File: src/rtl/sd_emmc_dma_axi_arb.sv
// Round-robin arbiter sharing the eMMC M_AXI write port between the block engine (r0) and writeback engine (r1).
// Latency: grant registered 1 cycle after addr_valid; AW/W/ready paths are combinational pass-through while granted.
// Backpressure: m_awready/m_wready flow straight back to the owner; grant locked per burst (and through B when SD_EMMC_DMA_ARB_BRESP_WAIT_EN).
module sd_emmc_dma_axi_arb #(
   parameter int ADDR_W    = 32,
   parameter int DATA_W    = 32,
   parameter int MAX_BEATS = 16
) (
   input  logic              clock,
   input  logic              reset,
   input  logic [ADDR_W-1:0] r0_addr,
   input  logic              r0_addr_valid,
   output logic              r0_addr_ready,
   input  logic [DATA_W-1:0] r0_data,
   input  logic              r0_data_valid,
   output logic              r0_data_ready,
   input  logic              r0_last,
   input  logic [ADDR_W-1:0] r1_addr,
   input  logic              r1_addr_valid,
   output logic              r1_addr_ready,
   input  logic [DATA_W-1:0] r1_data,
   input  logic              r1_data_valid,
   output logic              r1_data_ready,
   input  logic              r1_last,
   output logic [ADDR_W-1:0] m_awaddr,
   output logic              m_awvalid,
   input  logic              m_awready,
   output logic [DATA_W-1:0] m_wdata,
   output logic              m_wvalid,
   input  logic              m_wready,
   output logic              m_wlast,
   input  logic              m_bvalid,
   input  logic [1:0]        m_bresp,
   output logic              m_bready,
   output logic [1:0]        grant,
   output logic              arb_err
);

   localparam logic [1:0] S_IDLE = 2'd0;
   localparam logic [1:0] S_ADDR = 2'd1;
   localparam logic [1:0] S_DATA = 2'd2;
`ifdef SD_EMMC_DMA_ARB_BRESP_WAIT_EN
   localparam logic [1:0] S_RESP = 2'd3;
`endif

   localparam int             CNT_W   = $clog2(MAX_BEATS + 1);
   localparam logic [CNT_W-1:0] CNT_MAX = CNT_W'(MAX_BEATS);
   localparam logic [CNT_W-1:0] CNT_ERR = CNT_W'(MAX_BEATS - 1);

   logic [1:0]       state;
   logic [1:0]       grant_q;
   logic             last_grant;
   logic [CNT_W-1:0] beat_cnt;
   logic             any_req;
   logic             pick_r1;
   logic             aw_fire;
   logic             w_fire;
   logic             burst_err;

   assign any_req = r0_addr_valid | r1_addr_valid;
   // r1 wins when alone, or when both ask and r0 owned the port last
   assign pick_r1 = r1_addr_valid & (~r0_addr_valid | ~last_grant);

   always_comb begin
      m_awaddr      = '0;
      m_awvalid     = 1'b0;
      m_wdata       = '0;
      m_wvalid      = 1'b0;
      m_wlast       = 1'b0;
      r0_addr_ready = 1'b0;
      r1_addr_ready = 1'b0;
      r0_data_ready = 1'b0;
      r1_data_ready = 1'b0;
      if (state == S_ADDR) begin
         if (grant_q[0]) begin
            m_awaddr      = r0_addr;
            m_awvalid     = r0_addr_valid;
            r0_addr_ready = m_awready;
         end else if (grant_q[1]) begin
            m_awaddr      = r1_addr;
            m_awvalid     = r1_addr_valid;
            r1_addr_ready = m_awready;
         end
      end
      if (state == S_DATA) begin
         if (grant_q[0]) begin
            m_wdata       = r0_data;
            m_wvalid      = r0_data_valid;
            m_wlast       = r0_last;
            r0_data_ready = m_wready;
         end else if (grant_q[1]) begin
            m_wdata       = r1_data;
            m_wvalid      = r1_data_valid;
            m_wlast       = r1_last;
            r1_data_ready = m_wready;
         end
      end
   end

   assign aw_fire   = m_awvalid & m_awready;
   assign w_fire    = m_wvalid & m_wready;
   assign burst_err = w_fire & ~m_wlast & (beat_cnt == CNT_ERR);
   assign grant     = grant_q;

`ifdef SD_EMMC_DMA_ARB_BRESP_WAIT_EN
   assign m_bready = (state == S_RESP);
   assign arb_err  = burst_err | ((state == S_RESP) & m_bvalid & (m_bresp != 2'b00));
`else
   logic unused_bresp;
   assign unused_bresp = ^{m_bvalid, m_bresp};
   assign m_bready     = 1'b1;
   assign arb_err      = burst_err;
`endif

   always_ff @(posedge clock or posedge reset) begin
      if (reset) begin
         state      <= S_IDLE;
         grant_q    <= 2'b00;
         last_grant <= 1'b1;
         beat_cnt   <= '0;
      end else begin
         case (state)
            S_IDLE: begin
               if (any_req) begin
                  grant_q    <= pick_r1 ? 2'b10 : 2'b01;
                  last_grant <= pick_r1;
                  state      <= S_ADDR;
               end
            end
            S_ADDR: begin
               if (aw_fire) begin
                  state    <= S_DATA;
                  beat_cnt <= '0;
               end
            end
            S_DATA: begin
               if (w_fire) begin
                  if (beat_cnt != CNT_MAX) beat_cnt <= beat_cnt + CNT_W'(1);
                  if (m_wlast) begin
`ifdef SD_EMMC_DMA_ARB_BRESP_WAIT_EN
                     state <= S_RESP;
`else
                     state   <= S_IDLE;
                     grant_q <= 2'b00;
`endif
                  end
               end
            end
`ifdef SD_EMMC_DMA_ARB_BRESP_WAIT_EN
            S_RESP: begin
               if (m_bvalid) begin
                  state   <= S_IDLE;
                  grant_q <= 2'b00;
               end
            end
`endif
            default: state <= S_IDLE;
         endcase
      end
   end

endmodule

File: config.mk
export PLATFORM = sky130hd
export DESIGN_NAME = sd_emmc_dma_axi_arb
export DESIGN_NICKNAME = d
export VERILOG_FILES = /design/src/rtl/sd_emmc_dma_axi_arb.sv
export SDC_FILE = /design/constraint.sdc
export NUM_CORES = 1
export LEC_CHECK = 0
export CAP_MARGIN = 25
export CORE_AREA = 2 2 83 85
export CTS_CLUSTER_DIAMETER = 80
export DETAILED_ROUTE_END_ITERATION = 16
export DIE_AREA = 0 0 85 87
export GPL_TIMING_DRIVEN = 0
export PLACE_DENSITY = 0.87
export SLEW_MARGIN = 25
export SYNTH_ARGS = -nofsm -noshare
export SYNTH_HDL_FRONTEND = slang
export SYNTH_SLANG_ARGS = --single-unit
File: constraint.sdc
create_clock -name clock -period 2.55 [get_ports clock]
set_clock_uncertainty 0.1 [all_clocks]
set_input_delay 0.765 -clock clock [delete_from_list [all_inputs] [get_ports clock]]
set_output_delay 0.765 -clock clock [all_outputs]
set_load 0.02 [all_outputs]
==> key figures <==
Status
  • Status: complete, no violations

Setup path
  • Data arrival, critical path: 1.66 ns
  • CP max stage cell: clkdlybuf4s50_1
  • Startpoint types: primary input
  • CP max FO: 1
  • Critical path, cell by cell: clkdlybuf4s50_1, a22oi_1, nor2_1, clkdlybuf4s15_2
  • Critical path endpoint category: primary output
  • Setup CP Type: in -> out
  • Worst EP required: between 1.5 and 2 ns
  • Max incr delay on CP: 0.46 ns

Floorplan
  • Die width: roughly 85 µm
  • Core footprint: between 0.006 and 0.007 mm²
  • Rows: 30
  • Top-Level Pins: 216
  • Die area: 0.00740 mm²
  • Initial Utilization: 0.230
  • Die Y: 87 µm

Routing
  • Length of routed met3 wiring: around 750 µm
  • Max layer used: met4
  • Routed met1 length: 3160 µm
  • Vias/cell: 5.06
  • DR pass1 iterations: 4
  • WL met2: 4250 µm
  • Antenna-violating nets left: 0
  • 1st-iter DRT viols: 88
  • WL per Instance: 15.6 µm
  • Vias: 2,685
  • Number of remaining DRC errors: 0
  • WL final: 8280 µm

Clocking
  • Clk slew on worst S/H paths: 0.05 ns
  • Clock Sinks: 10
  • CTS tree: yes
  • CTS Hold Bufs: 0
  • Clk buf depth: 2
  • Clock root cell: clkbuf_8
  • H-tree levels: 1
  • Clock Latency Late Sink: between 0.2 and 0.25 ns
  • Num CTS Buffers: 3

Logic synthesis
  • Mean Syn Cell Area: 6.48 µm²
  • Netlist Area Pre-Place: 0.00151 mm²
  • Synth top cells by count: 75 x nor2_1, 63 x a22oi_1, 20 x clkbuf_1, 9 x dfrtp_1
  • Post-synthesis async set-or-reset flop share: 1.00
  • Synth Area in Adders: 0.0249
  • Most frequent cell after synthesis: nor2_1
  • Yosys warns: 0
  • Post-synth EDFFs: 0
  • Main flop type after synthesis: dfrtp_1
  • Mux contribution to synthesized area: 0.0232
  • Top post-synthesis cells by area: a22oi_1 31%, nor2_1 19%, dfrtp_1 15%
  • XOR/XNOR Fraction of Synth Area: 0
  • Synth Instances: 233
  • Compound-cell area share of the yosys netlist: 0.381
  • Share of the synthesized area in the top cell type: 0.313
  • Sequential fraction of the synthesis area: 0.167
  • Post-Synth Simple-Gate Area: 0.312
  • Yosys cell types: 37
  • #FFs+latches synth: 10
  • Largest family of logic cells by synthesized area: compound AO/OA/AOI/OAI gates
  • Syn Nets: 377
  • Dominant cell type by area after synthesis: a22oi_1

Place
  • Placed cells: 524
  • RD Place Congestion: 0.848
  • Post-DP HPWL: ~6600 µm
  • Place WS: -0.829 ns
  • IO Port Bufs: 211

Pwr
  • Pwr Total: 2.85 mW
  • Pwr per Cell Area: 773 mW/mm²
  • Switching pwr: 1.47 mW
  • Part of the power in registers: 0.097
  • Comb pwr share: 0.832
  • P_int: about 1.4 mW
  • Leakage: 1.64 nW
  • Peak supply drop: 0.415 mV
  • Switching Fraction: 0.516
  • Clock network power share: 0.071

Cells and area
  • Area growth syn-to-layout: 144%
  • Final core occ: 0.562
  • Fin nets: between 500 and 600
  • Fraction of layout cells with a size suffix above 1: 0.295
  • Cell Count, Final, Fillers Out: 531
  • N_diodes: 0

Timing
  • Final Hold Vio Count: 0
  • Unrepaired setup endpoints after global routing: no
  • Finish-stage setup viols: 0
  • Max Slew Vio Count: 0
  • Final Critical Period: 2.53 ns
  • Fin worst setup slack: 0.0235 ns
  • Fin Hold WS: 0.432 ns
  • Final period util: 0.991
  • Max Fclk: 396 MHz

GRT
  • Antenna violations before repair: 0
  • Vias in the first global route: 2,637
  • Largest net degree at the start of global routing: 12
  • Total track usage: 0.204
  • Total grt overflow: 0
  • Global-route wire length before repair: 12,400 µm

Flow run
  • Max-capacitance violation count: 0

Hold path
  • Tightest Hold Check Type: reg -> reg
power by group through the flow:
stage / Sequential (mW) / Clock, mW / Combinational (mW)
floorplan: 0.282 / 0 / 1.27
global placement: 0.274 / 0 / 2.26
detailed placement: 0.277 / 0 / 2.30
CTS: 0.274 / 0.205 / 2.39
global route: 0.287 / 0.214 / 2.55
finish: 0.278 / 0.202 / 2.37
area by class of cell:
cell class,count,area [µm²]
timing repair buffer,215,1830
sequential,10,251
tap,80,100
inverter,7,26.3
buffer,22,188
multi-input combinational,193,1240
fill,634,2880
clock buffer,4,55.1
critical path, delay by kind of cell:
family / cells / cell delay [ns]
AND/OR/NAND/NOR: 1 / 0.10
buffers and inverters: 2 / 0.72
AO/OA/AOI/OAI: 1 / 0.08
path summary, 6_finish.rpt:
path / depth (start not counted) / startpoint / to / slack, ns
worst min register to register: 2 / last_grant / last_grant / 0.43
worst max register to register: 7 / grant[0] / beat_cnt[4] / 0.53
max in group asynchronous: 2 / reset / last_grant / 1.30
worst max-delay path: 4 / r0_addr[5] / m_awaddr[5] / 0.02
min in group asynchronous: 2 / reset / beat_cnt[2] / 0.72
worst min-delay path: 2 / last_grant / last_grant / 0.43
sequential cells by signal, indices dropped and copies added (netlist names):
name,count
grant,2
beat_cnt,5
last_grant,1
state,2
cell families after synthesis:
kind of cell | Yosys count
mux | 3
buf+inv | 31
simple gates | 107
other cells | 1
compound gates | 78
fa+ha+maj | 3
flops | 10
layer usage:
layer	up-vias	track usage
met1	1251	0.230
met3	12	0.0550
met4	0	0.0375
met5	-	0
met2	140	0.387
li1	1282	-
cell usage in the layout, fill, tap and decap left out, drive strengths merged, types with 2 or more instances in the layout:
cell,count
ha,3
and3,2
buf,79
nor2,76
mux2i,2
clkdlybuf4s50,129
nand3,4
o21ai,3
and3b,2
a22oi,63
nand3b,2
clkbuf,18
inv,7
dlygate4sd2,6
and2,3
nand2b,3
clkdlybuf4s15,8
nand2,7
nor3,5
a21oi,3
dfrtp,9
timing repair:
item,4_1_cts,5_1_grt
cloned,1,0
gates resized for setup,323,56
pin swaps,14,5
setup buffers,3,1
endpoints found under the setup margin,72,50
metrics by stage:
| stage | TNS, ns | instance area, µm² |
|---|---|---|
| floorplan | 0 | 1510 |
| detailed placement | -47.41 | 3720 |
| finish | 0 | 3690 |
| CTS | -0.00285 | 3790 |
| global placement | -45.65 | 3720 |
| global route | 0 | 3690 |
No activity file was read; power rests on OpenSTA's default activity.
